$ cat src/rtl/sys_bridge_n_pkg.sv
// sys_bridge_n_pkg: FSM encoding, default address map and CP0 interrupt width for the bridge
package sys_bridge_n_pkg;
   typedef enum logic [1:0] {IDLE = 2'd0, ACCESS = 2'd1, RESP = 2'd2} state_t;
   localparam int HWINT_W = 6;
   localparam int MAX_DEV = 8;
   localparam logic [32*MAX_DEV-1:0] DEF_BASE = {
      32'h00007F70, 32'h00007F60, 32'h00007F50, 32'h00007F40,
      32'h00007F30, 32'h00007F20, 32'h00007F10, 32'h00007F00};
   localparam logic [32*MAX_DEV-1:0] DEF_MASK = {MAX_DEV{32'hFFFFFFF0}};
endpackage

$ cat src/rtl/sys_bridge_n_addr_dec.sv
// bridge_addr_dec: base/mask window match per device; lowest matching index wins
module bridge_addr_dec
   import sys_bridge_n_pkg::*;
#(
   parameter int N_DEV = 6,
   parameter int IW = 3,
   parameter logic [32*N_DEV-1:0] BASE = DEF_BASE[32*N_DEV-1:0],
   parameter logic [32*N_DEV-1:0] MASK = DEF_MASK[32*N_DEV-1:0]
)(
   input  logic [29:0]      PrAddr,
   output logic [N_DEV-1:0] hit,
   output logic [IW-1:0]    idx,
   output logic             any_hit
);
   always_comb begin
      hit = '0;
      idx = '0;
      for (int i = N_DEV - 1; i >= 0; i--) begin
         hit[i] = ({PrAddr, 2'b00} & MASK[32*i +: 32]) == (BASE[32*i +: 32] & MASK[32*i +: 32]);
         if (hit[i]) idx = IW'(i);
      end
      any_hit = |hit;
   end
endmodule

$ cat src/rtl/sys_bridge_n.sv
// sys_bridge_n: CPU-to-peripheral bridge; decodes, forwards to one device, waits for ack
// with timeout, returns registered data/error, and registers device IRQs for CP0.
module sys_bridge_n
   import sys_bridge_n_pkg::*;
#(
   parameter int N_DEV = 6,
   parameter logic [32*N_DEV-1:0] BASE = DEF_BASE[32*N_DEV-1:0],
   parameter logic [32*N_DEV-1:0] MASK = DEF_MASK[32*N_DEV-1:0],
   parameter int TIMEOUT = 15
)(
   input  logic                 clk,
   input  logic                 reset,
   input  logic [29:0]          PrAddr,
   input  logic [31:0]          PrWD,
   input  logic [3:0]           PrBE,
   input  logic                 PrWe,
   input  logic                 PrReq,
   output logic [31:0]          PrRD,
   output logic                 PrReady,
   output logic                 PrErr,
   output logic [29:0]          DEV_Addr,
   output logic [31:0]          DEV_WD,
   output logic [3:0]           DEV_BE,
   output logic [N_DEV-1:0]     DEV_Sel,
   output logic [N_DEV-1:0]     DEV_WE,
   input  logic [32*N_DEV-1:0]  DEV_RD,
   input  logic [N_DEV-1:0]     DEV_Ack,
   input  logic [N_DEV-1:0]     DEV_IRQ,
   output logic [HWINT_W-1:0]   HWInt
);
   localparam int IW = N_DEV > 1 ? $clog2(N_DEV) : 1;
   state_t state, state_n;
   logic [N_DEV-1:0] hit, sel;
   logic [IW-1:0] dec_idx, idx;
   logic any_hit, we, ack, timeout;
   logic [7:0] cnt;
   logic [31:0] rd;
   bridge_addr_dec #(.N_DEV(N_DEV), .IW(IW), .BASE(BASE), .MASK(MASK)) u_dec (
      .PrAddr(PrAddr), .hit(hit), .idx(dec_idx), .any_hit(any_hit)
   );
   assign ack = |(DEV_Ack & sel);
   assign rd = DEV_RD[{idx, 5'd0} +: 32];
   assign timeout = cnt == 8'(TIMEOUT - 1);
   always_comb begin
      state_n = state == IDLE   ? (PrReq ? (any_hit ? ACCESS : RESP) : IDLE) :
                state == ACCESS ? ((ack || timeout) ? RESP : ACCESS) : IDLE;
      DEV_Sel = state == ACCESS ? sel : '0;
      DEV_WE = we ? DEV_Sel : '0;
      PrReady = state == RESP;
   end
   // select lines come straight from state, so an async reset drops them at once
   always_ff @(posedge clk or posedge reset) begin
      if (reset) begin
         state <= IDLE;
         cnt <= '0;
         idx <= '0;
         sel <= '0;
         we <= 1'b0;
         PrRD <= '0;
         PrErr <= 1'b0;
         DEV_Addr <= '0;
         DEV_WD <= '0;
         DEV_BE <= '0;
         HWInt <= '0;
      end else begin
         state <= state_n;
         HWInt <= HWINT_W'(DEV_IRQ);
         if (state == IDLE && PrReq) begin
            if (any_hit) begin
               DEV_Addr <= PrAddr;
               DEV_WD <= PrWD;
               DEV_BE <= PrBE;
               we <= PrWe;
               idx <= dec_idx;
               sel <= hit & (~hit + N_DEV'(1));
               cnt <= '0;
            end else begin
               PrRD <= '0;
               PrErr <= 1'b1;
            end
         end
         if (state == ACCESS) begin
            if (ack) begin
               PrRD <= we ? 32'd0 : rd;
               PrErr <= 1'b0;
            end else if (timeout) begin
               PrRD <= '0;
               PrErr <= 1'b1;
            end else cnt <= cnt + 8'd1;
         end
      end
   end
endmodule

$ cat config.mk
export PLATFORM = sky130hd
export DESIGN_NAME = sys_bridge_n
export DESIGN_NICKNAME = d
export VERILOG_FILES = /design/src/rtl/sys_bridge_n_pkg.sv /design/src/rtl/sys_bridge_n_addr_dec.sv /design/src/rtl/sys_bridge_n.sv
export SDC_FILE = /design/constraint.sdc
export NUM_CORES = 1
export LEC_CHECK = 0
export CAP_MARGIN = 10
export CORE_AREA = 2 2 151 153
export CTS_CLUSTER_DIAMETER = 200
export DETAILED_ROUTE_END_ITERATION = 7
export DIE_AREA = 0 0 153 155
export MAX_ROUTING_LAYER = met4
export PLACE_DENSITY = 0.78
export SYNTH_ARGS = -nofsm -noshare
export SYNTH_HDL_FRONTEND = slang
export SYNTH_HIERARCHICAL = 1
export SYNTH_SLANG_ARGS = --single-unit
$ cat constraint.sdc
create_clock -name clk -period 7.6 [get_ports clk]
set_input_delay 1.9 -clock clk [delete_from_list [all_inputs] [get_ports clk]]
set_output_delay 1.9 -clock clk [all_outputs]
set_load 0.1 [all_outputs]
# Yosys cells after proc, flatten, opt, wreduce, memory -nomap -nowiden
# Index checks and enable logic that the tools add are counted.
# W data, S select, Z words.
[word_totals] ff_bits=125 input_bits=274 out_inout_bits=118 elab_cells=61
[op_classes] n_addsub=2 eq_ne=9 n_shift=1 mux=29 bitwise=3 n_reduce_logical=6
[ops] cell="$mux W32" n=6
[ops] cell="$shiftx A192 B9 Y32" n=1
[ops] cell="$eq A28 B11 Y1 const B" n=6
[ops] cell="$mux W8" n=5
[ops] cell="$mux W3" n=6
[ops] cell="$and A6 B6 Y6" n=2
[ops] cell="$mux W6" n=2
[ops] cell="$reduce_or A6 Y1" n=2
[ops] cell="$mux W2" n=5
[ops] cell="$add A8 B1 Y8 const B" n=1
[ops] cell="$eq A8 B4 Y1 const B" n=1
[ops] cell="$add A6 B1 Y6 const B" n=1
[ops] cell="$not A6 Y6" n=1
[ops] cell="$mux W1" n=5
[ops] cell="$eq A2 B1 Y1 const B" n=1
[ops] cell="$eq A2 B2 Y1 const B" n=1
[ops] cell="$logic_not A2 Y1" n=1
[ops] cell="$reduce_and A2 Y1" n=1
[ops] cell="$logic_and A1 B1 Y1" n=1
[ops] cell="$logic_or A1 B1 Y1" n=1

# Depth between registers and ports, before layout
# Gate-level depths: netlist of the first run.
[depth] ltp_word=7 depth_mapped=9 ltp_nobuf=7

# Cells and area by module
# Netlist of the first run, hierarchy kept.
[modules_own_cells] module="sys_bridge_n" instances=1 cells_per_inst=742 area_each_um2=6578.8 seq_area_each_um2=3128.0
[modules_own_cells] module="bridge_addr_dec" instances=1 cells_per_inst=31 area_each_um2=222.7 seq_area_each_um2=0.0

# Worst setup path after synthesis of the first run
# No wires, ideal clock.
[synth_path] path_type="input -> register" startpoint="input port PrAddr[5]" endpoint="register DEV_Addr[0]" setup_ps=68 t_arrival_ps=3793 t_required_ps=7532 path_slack_ps=3739 stages=8 n_path_buf=2 cell_sequence="and4bb_2 > nand4_2 > nor4b_1 > and4bb_2 > clkbuf_1 > clkbuf_1 > nand2_1 > nand2_1"
[synth_via] elab_chain_cells=3 word_cells_on_any_way=8 cone_classes="6 x eq/ne; 2 x reduce/logical"
[synth_lines] item="start: declaration" line="sys_bridge_n.sv:13" rtl="input logic [29:0] PrAddr,"
[synth_lines] item="$eq A28 B11 Y1" line="sys_bridge_n_addr_dec.sv:19" rtl="hit[i] = ({PrAddr, 2'b00} & MASK[32*i +: 32]) == (BASE[32*i +: 32] & MASK[32*i +: 32]);"
[synth_lines] item="$reduce_or A6 Y1 (*)" line="sys_bridge_n_addr_dec.sv:22" rtl="any_hit = |hit;"
[synth_lines] item="net any_hit" line="sys_bridge_n.sv:35" rtl="logic any_hit, we, ack, timeout;"
[synth_lines] item="$reduce_and A2 Y1 (no source line) (*)"
[synth_lines] item="end signal: assignment" line="sys_bridge_n.sv:70" rtl="DEV_Addr <= PrAddr;"
[synth_lines] item="end: declaration" line="sys_bridge_n.sv:21" rtl="output logic [29:0] DEV_Addr,"
# Mark *: on every way through the listed nets, which the timed path passes. The rest lies on a longest branch.
# A chain may end at the register's enable or synchronous reset.

# Worst setup path in the final report of the first run
[layout_path] startpoint="input port PrAddr[19]" endpoint="register DEV_WD[27]"
[layout_via] elab_chain_cells=3 word_cells_on_any_way=8 cone_classes="6 x eq/ne; 2 x reduce/logical"
[layout_lines] item="$eq A28 B11 Y1" line="sys_bridge_n_addr_dec.sv:19"
[layout_lines] item="$reduce_or A6 Y1 (*)" line="sys_bridge_n_addr_dec.sv:22"
[layout_lines] item="net any_hit" line="sys_bridge_n.sv:35"
[layout_lines] item="$reduce_and A2 Y1 (no source line) (*)"
[layout_lines] item="end signal: assignment" line="sys_bridge_n.sv:71" rtl="DEV_WD <= PrWD;"
[layout_lines] item="end: declaration" line="sys_bridge_n.sv:22" rtl="output logic [31:0] DEV_WD,"
# Marked as above.

==> results of run 1 <==
==> cells in the mapped netlist (all sizes together) (6+ instances only) <==
master,number,area (um^2)
nand2,234,878
dfrtp,125,3130
mux2i,100,1000
nor2,38,143
inv,36,135
o21ai,34,170
o31ai,33,248
o22ai,32,200
buf,31,175
clkbuf,25,93.8
nor4,16,106
nand3,7,35.0
or3,7,48.8
and2,6,37.5
and3,6,37.5
==> placed cells by master (no fill, tap or decap), types with 2 or more instances in the layout <==
cell type        synthesis  layout
clkdlybuf4s50_1          0     391
nand2_1                234     234
dfrtp_1                125     123
mux2i_1                100     100
nor2_1                  38      38
inv_1                   36      35
o31ai_1                 33      33
o22ai_1                 32      32
o21ai_0                 27      27
clkbuf_16                0      17
nor4_1                  15      15
inv_8                    0       9
buf_4                    1       9
o21ai_1                  7       7
and3_1                   6       6
nand3_1                  7       6
or3_1                    6       6
and2_1                   6       6
nor2b_1                  3       3
inv_6                    0       3
nand3b_1                 3       3
and4bb_2                 3       3
a22oi_1                  3       3
nand2b_1                 3       3
nand4b_1                 2       2
or3b_2                   2       2
or2_2                    2       2
ha_1                     2       2
clkinv_8                 0       2
nor3_1                   2       2
==> through the flow <==
stage	setup slack [ns]	total power [mW]	cell area [um^2]
after global placement	2.32	0.892	10900
after floorplan	2.37	0.735	6800
after global routing	2.37	1.80	11500
final	2.54	1.73	11500
after CTS	2.60	1.75	11500
after detailed placement	2.15	0.895	10900
==> sequential cells by signal, summed over array words and instances, names as in the netlist <==
register  cells
we            1
DEV_WD       32
DEV_Addr     30
HWInt         6
DEV_BE        4
cnt           8
sel           6
PrRD         32
state         2
PrErr         1
idx           3
==> metal layers <==
layer,up-vias,global-route usage (%)
li1,3364,-
met1,3283,26.5
met2,309,36.4
met3,32,5.65
met4,0,6.44
met5,-,-
==> cell type report <==
type	count	area share [%]
timing repair buffer	400	34.5
inverter	36	1.22
multi-input combinational	556	28.6
clock inverter	15	1.64
tap	285	3.09
clock buffer	17	3.69
antenna	1	0.0217
sequential	125	27.2
==> kinds of logic after synthesis <==
kind of cell               count (synthesis)  share of synthesized area (%)
buffers and inverters                     92                           5.94
muxes                                    100                           14.7
and+or+nand+nor                          343                           22.4
DFF                                      125                           46.0
adders and majority gates                  2                          0.368
AOI/OAI and AO/OA                        111                           10.5
==> report_power, final <==
part,internal (mW),switching [mW]
registers,0.667,0.00130
logic,0.141,0.0717
clock network,0.478,0.367
==> worst max-delay path, stage by stage <==
cell and delay [ns]:
clkdlybuf4s50_1 0.46, nor4_1 0.39, nand2_1 0.30, nor4b_1 0.77
and4bb_2 0.80, buf_4 0.54, nand2_1 0.12, nand2_1 0.08
==> final timing paths <==
path	from	to	slack, ns	depth (start not counted)
hold reg to reg	DEV_WD[22]	DEV_WD[22]	0.47	2
setup reg to reg	idx[1]	PrRD[25]	5.26	5
setup / recovery	PrAddr[19]	DEV_WD[27]	2.54	8
min in group asynchronous	reset	DEV_WD[30]	1.99	2
hold / removal	DEV_WD[22]	DEV_WD[22]	0.47	2
max in group asynchronous	reset	idx[1]	4.38	3
==> results.tsv, run 1 <==
stage	metric	value	unit
outcome	status	finished, final reports clean	
global_routing	all-layer global routing usage	21.9	%
clock_network	CTS tree	done	
finish	storage element area	3130	um^2
placement	post-detail-place hpwl	19100	um
route	WL/cell	17.8	um
critical_path	Worst setup SP type	input pin	
pwr	Leakage	4.85	nW
timing	Slew Viols, Final	0	
flow_run	Max-Cap Viols	0	
route	WL final	25600	um
yosys	Mapped Area	6800	um^2
yosys	Syn Nets	1049	
yosys	sequential area share after synthesis	46.0	%
timing	Slew Limit Headroom	27.2	%
critical_path	maximum fanout along the worst path	46	
finish	P&R area growth vs syn	69.4	%
finish	footprint of the multi-input gates	3300	um^2
finish	Final #Nets	1412	
yosys	main flop type after synthesis	dfrtp_1	
floorplan	io pins	392	
timing	WHS	0.473	ns
timing	FMAX	198	MHz
timing	minimum clock period	5.06	ns
floorplan	die area	23700	um^2
finish	Final Util	51.8	%
clock_network	Clock Sinks	125	
placement	placed insts	1402	
clock_network	Root Buffer	clkbuf_16	
floorplan	die width	153	um
global_routing	pin count of the biggest net entering global routing	71	
floorplan	Initial Util	30.6	%
route	drt first pass iters	5	
critical_path	WP data arrival	5.41	ns
yosys	ys async rst share	100	%
yosys	Yosys reg bits	125	
route	top layer in use	met4	
clock_network	Num CTS Buffers	17	
clock_network	worst skew pair latency	0.41	ns
yosys	average size of a mapped cell	8.80	um^2
critical_path	worst path required time	7.95	ns
yosys	post-synthesis cell type count	49	
route	residual DRC count	0	
timing	Slew @ Worst Pin	1.09	ns
timing	unrepaired setup endpoints after global routing	no	
clock_network	Post-CTS Setup Repair Bufs	0	
clock_network	clock-pin slew on the worst setup and hold paths	0.06	ns
timing	setup violators final	0	
hold_path	min-delay worst type	flip-flop to flip-flop	
critical_path	CP Class	input pin to flip-flop	
finish	non-filler cells, final	1435	
yosys	Gate Count Post-Synth	773	
yosys	Post-synth EDFFs	0	
route	post-route ant nets	0	
finish	Filler Cells Inserted	2059	
route	initial DRC count	324	
global_routing	vias in the first global route	7087	
route	Vias/cell	4.87	
clock_network	Clock Tree Buf Depth	2	
global_routing	total gr overflow	0	
floorplan	Core Region	22200	um^2
global_routing	global-route wire length before repair	39700	um
clock_network	post-cts resize count	0	
placement	IO buf count	391	
global_routing	antenna violations before repair	1	
pwr	Power Density	150	nW/um^2
clock_network	htree depth	4	
finish	layout cells sized above 1	5.05	%
route	M1 wire length	10600	um
clock_network	cts hold-fix bufs	0	
route	total number of vias	6988	
timing	crit share post-route	66.6	%
placement	Final Wtd Congestion	0.815	
timing	clock skew	0.0109	ns
pwr	maximum VDD drop	145	uV
floorplan	Die Y	155	um
yosys	Synthesis Warnings	6	
route	met3 routed WL	1890	um
timing	Setup TNS	0	ns
timing	Fin. Hold Viols	0	
floorplan	Rows	55	
critical_path	CP endpoint kind	flip-flop	
route	Met2 Wirelength	12600	um
Note: power is estimated with default switching activity, not from simulation.
==> inputs of run 2 (changes only) <==
--- a/config.mk
+++ b/config.mk
@@ -11,7 +11,7 @@
 export DETAILED_ROUTE_END_ITERATION = 7
 export DIE_AREA = 0 0 153 155
 export MAX_ROUTING_LAYER = met4
-export PLACE_DENSITY = 0.78
+export PLACE_DENSITY = 0.81
 export SYNTH_ARGS = -nofsm -noshare
 export SYNTH_HDL_FRONTEND = slang
 export SYNTH_HIERARCHICAL = 1
==> constraint.sdc (replaced) <==
create_clock -name clk -period 4.6 [get_ports clk]
set_input_delay 1.15 -clock clk [delete_from_list [all_inputs] [get_ports clk]]
set_output_delay 1.15 -clock clk [all_outputs]
set_load 0.1 [all_outputs]
==> run 2 against run 1 <==
Hold slack got worse by 0.00072 ns; sequential share of layout area barely moved; largest power group unchanged; routed wire length rose by 0.45%; total power rose by 65%; die area did not move; cell count rose by 0.42%; count of clock-buffer cells in the layout did not move; via count rose by 0.10%; non-clock buffer count rose by 4; clock skew rose by 0.0028 ns; global-route usage rose by 0.098 points; first-iteration DRC count rose by 40%.
==> results.tsv, run 2 (synthesis gave the netlist of run 1 again) <==
stage	metric	value	unit	change
global_routing	all-layer global routing usage	22.0	%	+0.098 points
outcome	status	finished, final reports clean		
critical_path	r2r setup slk	2.28	ns	-2.98 ns
global_routing	global-route wire length before repair	39800	um	+0.24%
route	drt first pass iters	5		unchanged
critical_path	CP Class	input pin to flip-flop		
critical_path	Crit Reg-Reg Endpoint	PrRD[26]		
critical_path	R2R cell count	5		unchanged
clock_network	cts hold-fix bufs	0		unchanged
clock_network	worst skew pair latency	0.42	ns	about the same
route	initial DRC count	452		+40%
clock_network	Root Buffer	clkbuf_16		
route	WL final	25700	um	+0.45%
critical_path	maximum fanout along the worst path	34		-26%
route	post-route ant nets	0		unchanged
critical_path	worst path required time	4.90	ns	-3.05 ns
global_routing	total gr overflow	0		unchanged
placement	placed insts	1406		+0.29%
route	Vias/cell	4.85		-0.32%
floorplan	Core Region	22200	um^2	unchanged
critical_path	Reg-to-Reg Start	idx[1]		
critical_path	Worst setup SP type	input pin		
clock_network	Num CTS Buffers	17		unchanged
clock_network	CTS tree	done		
pwr	total power	2.85	mW	+65%
hold_path	min-delay worst type	flip-flop to flip-flop		
pwr	Power Density	247	nW/um^2	+65%
clock_network	Clock Sinks	125		unchanged
clock_network	Post-CTS Setup Repair Bufs	0		unchanged
finish	commonest non-fill, non-tap cell in the layout	clkdlybuf4s50_1		
placement	post-detail-place hpwl	19300	um	+0.94%
critical_path	WP data arrival	3.66	ns	-1.75 ns
finish	Final #Nets	1416		+0.28%
timing	Slew @ Worst Pin	1.15	ns	+0.0628 ns
critical_path	Critical path origin	PrAddr[7]		
finish	non-filler cells, final	1441		+0.42%
floorplan	die width	153	um	unchanged
finish	P&R area growth vs syn	69.6	%	about the same
floorplan	Rows	55		unchanged
timing	clock skew	0.0137	ns	+0.00275 ns
floorplan	Die Y	155	um	unchanged
timing	FMAX	298	MHz	
route	residual DRC count	0		unchanged
placement	IO buf count	391		unchanged
timing	minimum clock period	3.36	ns	
route	total number of vias	6995		+0.10%
floorplan	die area	23700	um^2	unchanged
clock_network	clock-pin slew on the worst setup and hold paths	0.07	ns	about the same
timing	setup violators final	0		unchanged
clock_network	Clock Tree Buf Depth	2		unchanged
finish	Final Util	51.9	%	about the same
timing	crit share post-route	73.0	%	
timing	Fin. Hold Viols	0		unchanged
flow_run	Max-Cap Viols	0		unchanged
finish	Filler Cells Inserted	1999		-2.9%
finish	Regs by FF count	DEV_WD: 32 flops, PrRD: 32 flops, DEV_Addr: 30 flops		
timing	unrepaired setup endpoints after global routing	no		
critical_path	worst setup path endpoint	state[1]		
critical_path	CP endpoint kind	flip-flop		
finish	commonest cells after routing, fill and taps aside	clkdlybuf4s50_1, nand2_1, dfrtp_1		
global_routing	pin count of the biggest net entering global routing	94		+32%
pwr	maximum VDD drop	226	uV	+56%
route	WL/cell	17.9	um	about the same
finish	layout cells sized above 1	6.42	%	+1.4 points
global_routing	vias in the first global route	7231		+2.0%
placement	Final Wtd Congestion	0.858		+5.3%
global_routing	antenna violations before repair	3		+2
pwr	Leakage	4.90	nW	+0.94%
floorplan	Initial Util	30.6	%	unchanged
timing	Slew Limit Headroom	23.2	%	-4.0 points
clock_network	htree depth	4		unchanged
timing	Slew Viols, Final	0		unchanged
timing	Setup TNS	0	ns	unchanged
clock_network	post-cts resize count	0		unchanged
floorplan	io pins	392		unchanged
## run 2: report_power, final
group	switching (mW)	total, mW	internal (mW)	leakage (nW)
logic	0.120	0.353	0.233	2.92
registers	0.00183	1.10	1.10	1.68
clock network	0.604	1.39	0.786	0.302
total	0.726	2.85	2.12	4.90
## run 2: layer usage
metal	part of all wire, %	up-vias	track usage [%]	wire length (um)
li1	-	3373	-	-
met1	41	3274	26.4	10600
met2	50	326	37.0	12800
met3	7.7	22	5.40	1970
met4	1.5	0	6.48	385
met5	0	-	-	0
## run 2: critical path: stages
cell and delay, ns:
clkdlybuf4s50_1 0.51, and4bb_2 0.24, nand4_2 0.28, nor4b_1 0.40
buf_4 0.19, or3b_2 0.12, o21ai_1 0.05, and2b_1 0.15
buf_4 0.24, or2_2 0.32
## run 2: area by class of cell
class	count	area, um^2	share of cell area [%]
sequential	125	3130	27.2
clock buffer	17	425	3.69
multi-input combinational	556	3300	28.6
clock inverter	15	193	1.67
tap	285	357	3.09
timing repair buffer	404	3980	34.5
antenna	3	7.51	0.0651
inverter	36	140	1.22
## run 2: worst min-delay path by stage
stage	start	end	cells after the start
CTS	DEV_WD[3]	DEV_WD[3]	2
floorplan	sel[5]	sel[5]	2
finish	DEV_WD[3]	DEV_WD[3]	2
global route	DEV_BE[3]	DEV_BE[3]	2
global placement	DEV_Addr[24]	DEV_Addr[24]	2
detailed placement	DEV_WD[3]	DEV_WD[3]	2
## run 2: per-stage QoR
| step | hold slack [ns] | cell area [um^2] | worst slack (ns) |
|---|---|---|---|
| finish | 0.472 | 11500 | 1.24 |
| detailed placement | 0.461 | 10900 | 0.791 |
| global placement | 0.456 | 10900 | 0.824 |
| global route | 0.498 | 11500 | 1.04 |
| CTS | 0.477 | 11500 | 1.23 |
| floorplan | 0.467 | 6800 | 0.122 |
==> inputs of run 3 (changes only) <==
==> constraint.sdc (replaced) <==
create_clock -name clk -period 2.9 [get_ports clk]
set_input_delay 0.725 -clock clk [delete_from_list [all_inputs] [get_ports clk]]
set_output_delay 0.725 -clock clk [all_outputs]
set_load 0.1 [all_outputs]
==> run 3 against run 2 <==
Design area increased by 1.6%; largest power group unchanged; via count rose by 2.5%; clock skew hardly changed; routed wire length grew 1.8%; cell count rose by 2.2%; critical path type is now flip-flop to output pin.
==> results.tsv, run 3 (synthesis gave the netlist of run 1 again) <==
stage	metric	value	unit	change
global_routing	global-route wire length before repair	41100	um	+3.3%
placement	placed insts	1438		+2.3%
pwr	Power Density	373	nW/um^2	+51%
floorplan	die area	23700	um^2	unchanged
timing	setup violators final	0		unchanged
global_routing	total gr overflow	0		unchanged
timing	Slew Viols, Final	0		unchanged
route	residual DRC count	0		unchanged
route	initial DRC count	430		-4.9%
flow_run	Max-Cap Viols	0		unchanged
global_routing	antenna violations before repair	2		-1
clock_network	clock-pin slew on the worst setup and hold paths	0.06	ns	about the same
critical_path	slowest stage delay, CP	0.58	ns	+0.07 ns
timing	minimum clock period	2.67	ns	
placement	post-detail-place hpwl	20000	um	+3.3%
critical_path	maximum fanout along the worst path	13		-62%
finish	P&R area growth vs syn	72.3	%	
route	post-route ant nets	0		unchanged
clock_network	cts hold-fix bufs	0		unchanged
floorplan	Rows	55		unchanged
finish	commonest non-fill, non-tap cell in the layout	clkdlybuf4s50_1		
critical_path	worst-path cell with the longest stage delay	nor2b_1		
critical_path	CP top delay family	simple AND/OR/NAND/NOR gates		
floorplan	die width	153	um	unchanged
critical_path	CP Class	flip-flop to output pin		
floorplan	io pins	392		unchanged
finish	commonest cells after routing, fill and taps aside	clkdlybuf4s50_1, nand2_1, buf_4		
timing	unrepaired setup endpoints after global routing	no		
timing	Slew Limit Headroom	19.2	%	-4.0 points
clock_network	CTS tree	done		
timing	Slew @ Worst Pin	1.21	ns	+0.0605 ns
finish	Final Util	52.7	%	+0.84 points
route	WL final	26200	um	+1.8%
finish	Regs by FF count	DEV_WD: 32 flops, PrRD: 32 flops, DEV_Addr: 30 flops		
route	Vias/cell	4.87		+0.34%
outcome	status	finished, final reports clean		
placement	Placement Cell Area	11100	um^2	+2.2%
pwr	maximum VDD drop	351	uV	+56%
critical_path	worst path required time	2.17	ns	-2.73 ns
clock_network	worst skew pair latency	0.41	ns	about the same
clock_network	post-cts resize count	0		unchanged
placement	IO buf count	391		unchanged
clock_network	Clock Sinks	125		unchanged
timing	FMAX	374	MHz	
critical_path	CP endpoint kind	output pin		
finish	storage element area	3130	um^2	unchanged
finish	footprint of the multi-input gates	3300	um^2	+0.19%
finish	non-filler cells, final	1472		+2.2%
critical_path	Worst setup SP type	flip-flop		
timing	WHS	0.475	ns	+0.00290 ns
finish	Filler Cells Inserted	1978		-1.1%
critical_path	WP data arrival	1.95	ns	-1.71 ns
global_routing	all-layer global routing usage	22.6	%	+0.60 points
hold_path	min-delay worst type	flip-flop to flip-flop		
clock_network	Num CTS Buffers	17		unchanged
floorplan	Core Region	22200	um^2	unchanged
timing	post-route setup slack	0.229	ns	-1.01 ns
finish	layout cells sized above 1	18.0	%	+12 points
timing	clock skew	0.0132	ns	-0.000478 ns
placement	Placement Setup Slack	-0.323	ns	-1.11 ns
clock_network	htree depth	4		unchanged
finish	design area	11700	um^2	+1.6%
global_routing	pin count of the biggest net entering global routing	66		-30%
global_routing	vias in the first global route	7467		+3.3%
floorplan	Die Y	155	um	unchanged
finish	Final #Nets	1448		+2.3%
route	WL/cell	17.8	um	-0.37%
route	total number of vias	7170		+2.5%
timing	crit share post-route	92.1	%	
critical_path	sequence of cells on the critical path	nor2b_1, and3_1, buf_12		
clock_network	Clock Tree Buf Depth	2		unchanged
placement	Final Wtd Congestion	0.898		+4.6%
timing	Fin. Hold Viols	0		unchanged
critical_path	CP Buf/Inv Count	1		-2
clock_network	Post-CTS Setup Repair Bufs	0		unchanged
pwr	Leakage	5.30	nW	+8.2%
clock_network	Root Buffer	clkbuf_16		
route	drt first pass iters	5		unchanged
floorplan	Initial Util	30.6	%	unchanged
==> run 3: cell count changes in the layout (fill, tap and decap cells not counted), sizes merged <==
cell           before  now
diode               3    2
bufinv              1    0
buf                25  163
clkinvlp            0    3
clkdlybuf4s50     379  273
clkbuf             17   18
inv                45   42
==> run 3: final timing paths <==
path / to / slack [ns] / startpoint / cells past startpoint
min reg2reg: DEV_Addr[1] / 0.48 / DEV_Addr[1] / 2
max reg2reg: PrRD[27] / 0.47 / we / 5
max: DEV_WE[1] / 0.23 / state[0] / 3
min in group asynchronous: idx[2] / 0.60 / reset / 2
min: DEV_Addr[1] / 0.48 / DEV_Addr[1] / 2
max in group asynchronous: DEV_WD[16] / 1.58 / reset / 3
==> run 3: power by group <==
part	internal, mW	switching, mW	leakage, nW
logic	0.384	0.197	3.34
registers	1.75	0.00333	1.68
clock network	1.15	0.892	0.275
total	3.28	1.09	5.30
==> run 3: final cells by class <==
cell class | count | area share (%)
repair buffers | 436 | 36.0
multi-input cells | 556 | 28.2
flip-flops and latches | 125 | 26.7
clock buffers | 18 | 3.75
well taps | 285 | 3.04
inverters | 36 | 1.18
clock inverters | 14 | 1.08
diodes | 2 | 0.0427
==> run 3: per-layer routing <==
| metal | vias to the layer above | part of all wire [%] | global-route usage, % | wire, um |
|---|---|---|---|---|
| li1 | 3438 | - | - | - |
| met1 | 3370 | 41 | 27.5 | 10800 |
| met2 | 330 | 50 | 38.2 | 13000 |
| met3 | 32 | 6.8 | 4.96 | 1790 |
| met4 | 0 | 2.0 | 6.39 | 527 |
| met5 | - | 0 | - | 0 |
==> run 3: tightest hold or removal path, delay by kind of cell, from the launching register on <==
kind	cells	cell delay, ns
flops	1	0.34
simple gates	2	0.11
==> run 3: per-stage QoR <==
stage	power, mW	TNS, ns
4_1_cts	4.43	0
6_report	4.37	0
2_1_floorplan	1.93	0
3_3_place_gp	2.36	-27.82
5_1_grt	4.56	0
3_5_place_dp	2.37	-25.18
